`config.mk`:
```
export PLATFORM = sky130hd
export DESIGN_NAME = tile_spawner
export DESIGN_NICKNAME = d
export VERILOG_FILES = /design/src/rtl/tile_spawner.sv
export SDC_FILE = /design/constraint.sdc
export NUM_CORES = 1
export LEC_CHECK = 0
export CORE_MARGIN = 10
export CORE_UTILIZATION = 56
export CTS_CLUSTER_DIAMETER = 50
export DETAILED_ROUTE_END_ITERATION = 7
export PLACE_DENSITY_LB_ADDON = 0.15
export SLEW_MARGIN = 20
export SYNTH_ARGS = -nofsm -noshare
export SYNTH_HDL_FRONTEND = slang
export SYNTH_SLANG_ARGS = --single-unit
export TNS_END_PERCENT = 5
```
`constraint.sdc`:
```
create_clock -name clk -period 4.7 [get_ports clk]
set_input_delay 0.94 -clock clk [delete_from_list [all_inputs] [get_ports clk]]
set_output_delay 0.94 -clock clk [all_outputs]
set_load 0.03 [all_outputs]
```
`src/rtl/tile_spawner.sv`:
```
// Adds one new tile (exponent 1 or 2) to the first empty cell found from an LFSR-picked start index.
// Latency: done k+2 cycles after accepted start (k = offset of first empty cell), 17 cycles if board full.
// Backpressure: none queued; start is only sampled in IDLE, pulses while busy are dropped.
module tile_spawner #(
    parameter int          RANGE = 4,
    parameter int          CELLS = 16,
    parameter logic [15:0] SEED  = 16'hACE1
) (
    input  logic                   clk,
    input  logic                   rst,
    input  logic                   start,
    input  logic [RANGE*CELLS-1:0] board_in,
    input  logic                   seed_load,
    input  logic [15:0]            seed_val,
    output logic [RANGE*CELLS-1:0] board_out,
    output logic                   done,
    output logic                   busy,
    output logic                   full,
    output logic [3:0]             spawned_idx
);

    localparam int          BW       = RANGE * CELLS;
    localparam logic [15:0] SEED_EFF = (SEED == 16'h0000) ? 16'h0001 : SEED;

    localparam logic [1:0] S_IDLE   = 2'd0;
    localparam logic [1:0] S_SEARCH = 2'd1;
    localparam logic [1:0] S_DONE   = 2'd2;

    logic [1:0]       state_q, state_d;
    logic [15:0]      lfsr_q, lfsr_d;
    logic [BW-1:0]    board_q, board_d;
    logic [BW-1:0]    board_out_q, board_out_d;
    logic [3:0]       idx_q, idx_d;
    logic [3:0]       vsel_q, vsel_d;
    logic [3:0]       steps_q, steps_d;
    logic             full_q, full_d;
    logic [3:0]       spawned_idx_q, spawned_idx_d;

    logic [RANGE-1:0] cells [CELLS];
    logic [RANGE-1:0] cur_cell;
    logic [RANGE-1:0] new_val;
    logic [BW-1:0]    board_new;

    always_comb begin
        board_new = board_q;
        new_val   = (vsel_q != 4'd0) ? RANGE'(1) : RANGE'(2);
        for (int i = 0; i < CELLS; i++) begin
            cells[i] = board_q[RANGE*i +: RANGE];
            if (4'(i) == idx_q) begin
                board_new[RANGE*i +: RANGE] = new_val;
            end
        end
        cur_cell = cells[idx_q];
    end

    always_comb begin
        state_d       = state_q;
        board_d       = board_q;
        board_out_d   = board_out_q;
        idx_d         = idx_q;
        vsel_d        = vsel_q;
        steps_d       = steps_q;
        full_d        = full_q;
        spawned_idx_d = spawned_idx_q;

        // Load wins over stepping; a zero seed would lock the LFSR, so it maps to 1.
        if (seed_load) begin
            lfsr_d = (seed_val == 16'h0000) ? 16'h0001 : seed_val;
        end else begin
            lfsr_d = {lfsr_q[14:0], lfsr_q[15] ^ lfsr_q[13] ^ lfsr_q[12] ^ lfsr_q[10]};
        end

        case (state_q)
            S_IDLE: begin
                if (start) begin
                    board_d = board_in;
                    idx_d   = lfsr_q[3:0];
                    vsel_d  = lfsr_q[7:4];
                    steps_d = 4'd0;
                    state_d = S_SEARCH;
                end
            end
            S_SEARCH: begin
                if (cur_cell == '0) begin
                    board_d       = board_new;
                    board_out_d   = board_new;
                    spawned_idx_d = idx_q;
                    full_d        = 1'b0;
                    state_d       = S_DONE;
                end else if (steps_q == 4'(CELLS - 1)) begin
                    board_out_d = board_q;
                    full_d      = 1'b1;
                    state_d     = S_DONE;
                end else begin
                    idx_d   = idx_q + 4'd1;
                    steps_d = steps_q + 4'd1;
                end
            end
            S_DONE:  state_d = S_IDLE;
            default: state_d = S_IDLE;
        endcase
    end

    always_ff @(posedge clk or negedge rst) begin
        if (!rst) begin
            state_q       <= S_IDLE;
            lfsr_q        <= SEED_EFF;
            board_q       <= '0;
            board_out_q   <= '0;
            idx_q         <= 4'd0;
            vsel_q        <= 4'd0;
            steps_q       <= 4'd0;
            full_q        <= 1'b0;
            spawned_idx_q <= 4'd0;
        end else begin
            state_q       <= state_d;
            lfsr_q        <= lfsr_d;
            board_q       <= board_d;
            board_out_q   <= board_out_d;
            idx_q         <= idx_d;
            vsel_q        <= vsel_d;
            steps_q       <= steps_d;
            full_q        <= full_d;
            spawned_idx_q <= spawned_idx_d;
        end
    end

    assign board_out   = board_out_q;
    assign done        = (state_q == S_DONE);
    assign busy        = (state_q != S_IDLE);
    assign full        = full_q;
    assign spawned_idx = spawned_idx_q;

endmodule

```
==> summary.txt <==
Cells and area
  • Non-filler cells, final: 1147
  • Share of layout cells above drive strength 1: 0.07135
  • Multi-input gate area: around 3600 sq um
  • Fill cell count: 997
  • Nets: 1043
  • Design area: 10190 sq um
  • Diode count: 0
  • Reg area: 4089 sq um
  • Area Growth Syn to Fin: 28.68%

Setup path
  • R2R depth: 7
  • Crit-path cells: or4_1 -> nor3_1 -> o41a_1 -> o41ai_4 -> inv_2 -> buf_4 -> mux2_1
  • Worst endpoint required time: between 5 and 6 ns
  • Crit Path Max Fanout: 35
  • Worst R2R Setup Slack: approximately 1.2 ns
  • Setup crit end kind: flip-flop
  • CP max-delay cell: dfrtp_1
  • CP Launch Type: flip-flop
  • Setup CP Type: flip-flop to flip-flop
  • Crit-path max cell delay: 0.62 ns
  • Critical R2R Launch: idx_q[1]
  • Critical Path AT: between 3 and 4 ns
  • Reg2Reg Capture Point: board_out[21]

Yosys
  • Synthesized instance count: 821
  • Synth Warn #: 0
  • Mapped Nets: 910
  • Top_reg_cell synth: dfrtp_1
  • Syn Area/Cell: 9.650 sq um
  • Top-area cell type share of the netlist area: 0.4896
  • Async set-reset flop share out of synthesis: 1.000
  • Synth cell types: 51
  • Synth Cell Area: around 7900 sq um
  • Yosys top cell by area: dfrtp_1
  • Synth area leaders: dfrtp_1 49%, nand2_1 6.6%, mux2i_1 4.4%, nor2_1 3.7%, o2bb2ai_1 3.5%
  • Most common cell in the netlist: dfrtp_1
  • #FFs+latches synth: 163
  • Number of flops mapped to enable cells by yosys: 0
  • Top cells by count, synth: 155 x dfrtp_1, 140 x nand2_1, 79 x nor2_1
  • Seq/Total Area, Yosys: 0.5161

Routing
  • Wire per inst: 21.01 um
  • DR top layer: met4
  • Met2 wire len: around 12 mm
  • DRT Pass-1 Iters: 5
  • M1 WL: 9.337 mm
  • Final WL: 24.10 mm
  • DRC errors left: 0
  • Vias/cell: around 6.3
  • Initial DRC count: 928
  • Vias: 7248
  • Antenna Violating Nets Remaining: 0
  • Met3 WL: 2.119 mm

Global routing
  • Largest net degree at the start of global routing: 103
  • Grt ovf: 0
  • Vias in the first global route: about 7600
  • Initial antenna violation count: 0
  • First-pass GRT wire length: 38.53 mm
  • Global Route Usage Sum: 0.2428

CTS
  • CTS Buffer Depth: 2
  • Clk slew on worst S/H paths: approximately 0.060 ns
  • CTS sink cnt: between 150 and 200
  • H-Tree Depth: 4
  • Clk root buf: clkbuf_16
  • Worst-Skew Late Latency: 0.44 ns
  • Post-CTS sizing: 0
  • TritonCTS clock tree: yes
  • CTS Buf Count: 17
  • Post-CTS setup buffers: 0
  • Post-CTS Hold Fix Bufs: 0

Placed design
  • Number of port buffers: 154
  • Placed Area: about 9600 sq um
  • Post-placement cell count: 1115
  • Gpl congestion: around 0.88
  • DP Wirelength: 16.84 mm

Timing
  • Final setup viols: 0
  • RSZ-0062 raised after global routing: no
  • Max-slew headroom: 0.3025
  • Tcrit/Tclk final: 0.7371
  • Hold WS: 0.4676 ns
  • Final Skew: around 0.0077 ns
  • Fin. Hold Viols: 0
  • Setup TNS: 0 ns
  • Least-Margin Pin Slew: roughly 1.0 ns
  • Pins over their slew limit: 0
  • Final min period: between 3 and 4 ns
  • FMAX: 288.6 MHz

Power and ir drop
  • Worst VDD drop: 0.4286 mV
  • Leak: between 0.004 and 0.005 uW
  • Overall power: 8037 uW
  • Power Density: 788.3 nW/um^2

Floorplan
  • Num ports: 155
  • CORE AREA: 13880 sq um
  • # rows: 43
  • Die Width: 138.9 um
  • Die height: approximately 140 um
  • Initial core utilization: 0.5708
  • Die footprint: 19310 sq um

Worst hold path
  • Min-Delay Path Depth: 2
  • Hold path start: board_out[27]
  • Hold Path Sink: board_out[27]
  • Hold Path Class: flip-flop to flip-flop

Flow run
  • Total of max-cap violations: 0

Status
  • Status: complete, no violations
-- flip-flops by register name, indices dropped and copies added, names as in the netlist --
register / count
idx_q: 4
board_out: 64
vsel_q: 4
lfsr_q: 16
board_q: 64
steps_q: 4
spawned_idx: 4
state_q: 2
full: 1
-- power by group --
| part | switching (uW) | leakage (uW) | internal [uW] |
|---|---|---|---|
| Clock | 540 | 0.000290 | 877 |
| Sequential | 584 | 0.00187 | 2060 |
| Combinational | 2420 | 0.00212 | 1560 |
-- worst max-delay path: cells and delay by family, from the launching register on --
family,cells,cell delay [ns]
buffers and inverters,2,0.93
multiplexers,1,0.37
AND/OR/NAND/NOR,2,0.93
flip-flops,1,0.62
AO/OA/AOI/OAI,2,0.47
-- cell families (layout without fill, tap and decap cells) --
group           count (synthesis)  count (layout)  synth area share
simple gates                  346             346            0.1974
compound gates                177             177            0.1642
flops                         163             163            0.5161
buf+inv                        71             217           0.03411
mux                            56              56           0.07691
fa+ha+maj                       5               5          0.007896
xor+xnor                        3               3          0.003317
-- final cells by class --
| cell class | instances | area share |
|---|---|---|
| flip-flops and latches | 163 | 0.4011 |
| multi-input cells | 587 | 0.3506 |
| repair buffers | 165 | 0.1607 |
| clock buffers | 27 | 0.04836 |
| well taps | 180 | 0.02209 |
| clock inverters | 5 | 0.009818 |
| inverters | 20 | 0.007364 |
-- metrics by stage --
stage,setup WS (ns),utilization
2_1_floorplan,2.278,-
3_3_place_gp,1.311,0.6915
3_5_place_dp,1.232,0.6915
4_1_cts,1.314,0.7343
5_1_grt,1.081,0.7345
6_report,1.235,0.7345
-- metal layers --
| metal | up-vias | GRT usage |
|---|---|---|
| li1 | 3238 | - |
| met1 | 3575 | 0.2857 |
| met2 | 373 | 0.4097 |
| met3 | 62 | 0.06404 |
| met4 | 0 | 0.1038 |
| met5 | - | 0 |
-- how the worst max path moves through the flow --
stage / startpoint / to / slack, ns / depth (start not counted)
2_1_floorplan: idx_q[0] / board_out[17] / 2.28 / 8
3_3_place_gp: start / board_q[55] / 1.31 / 6
3_5_place_dp: start / board_q[58] / 1.23 / 6
4_1_cts: idx_q[1] / board_out[21] / 1.31 / 7
5_1_grt: idx_q[1] / board_out[21] / 1.08 / 7
6_report: idx_q[1] / board_out[21] / 1.24 / 7
-- cells in the final DEF (no fill, tap or decap), drive strengths merged, types with 5 or more instances in the layout --
cell / count
and3: 13
nor2: 79
mux2i: 35
dfrtp: 155
a31oi: 10
o2bb2ai: 32
inv: 20
a211oi: 10
nor3: 14
o211ai: 7
mux2: 19
a211o: 5
nor4: 12
o41ai: 7
o22ai: 8
ha: 5
clkdlybuf4s50: 153
a221o: 10
buf: 12
or4: 10
dfstp: 8
a21oi: 35
o21bai: 5
nand2: 140
nand2b: 6
a311oi: 7
clkbuf: 27
o21ai: 23
and2: 5
nand3: 52
No activity file was read; power rests on OpenSTA's default activity.
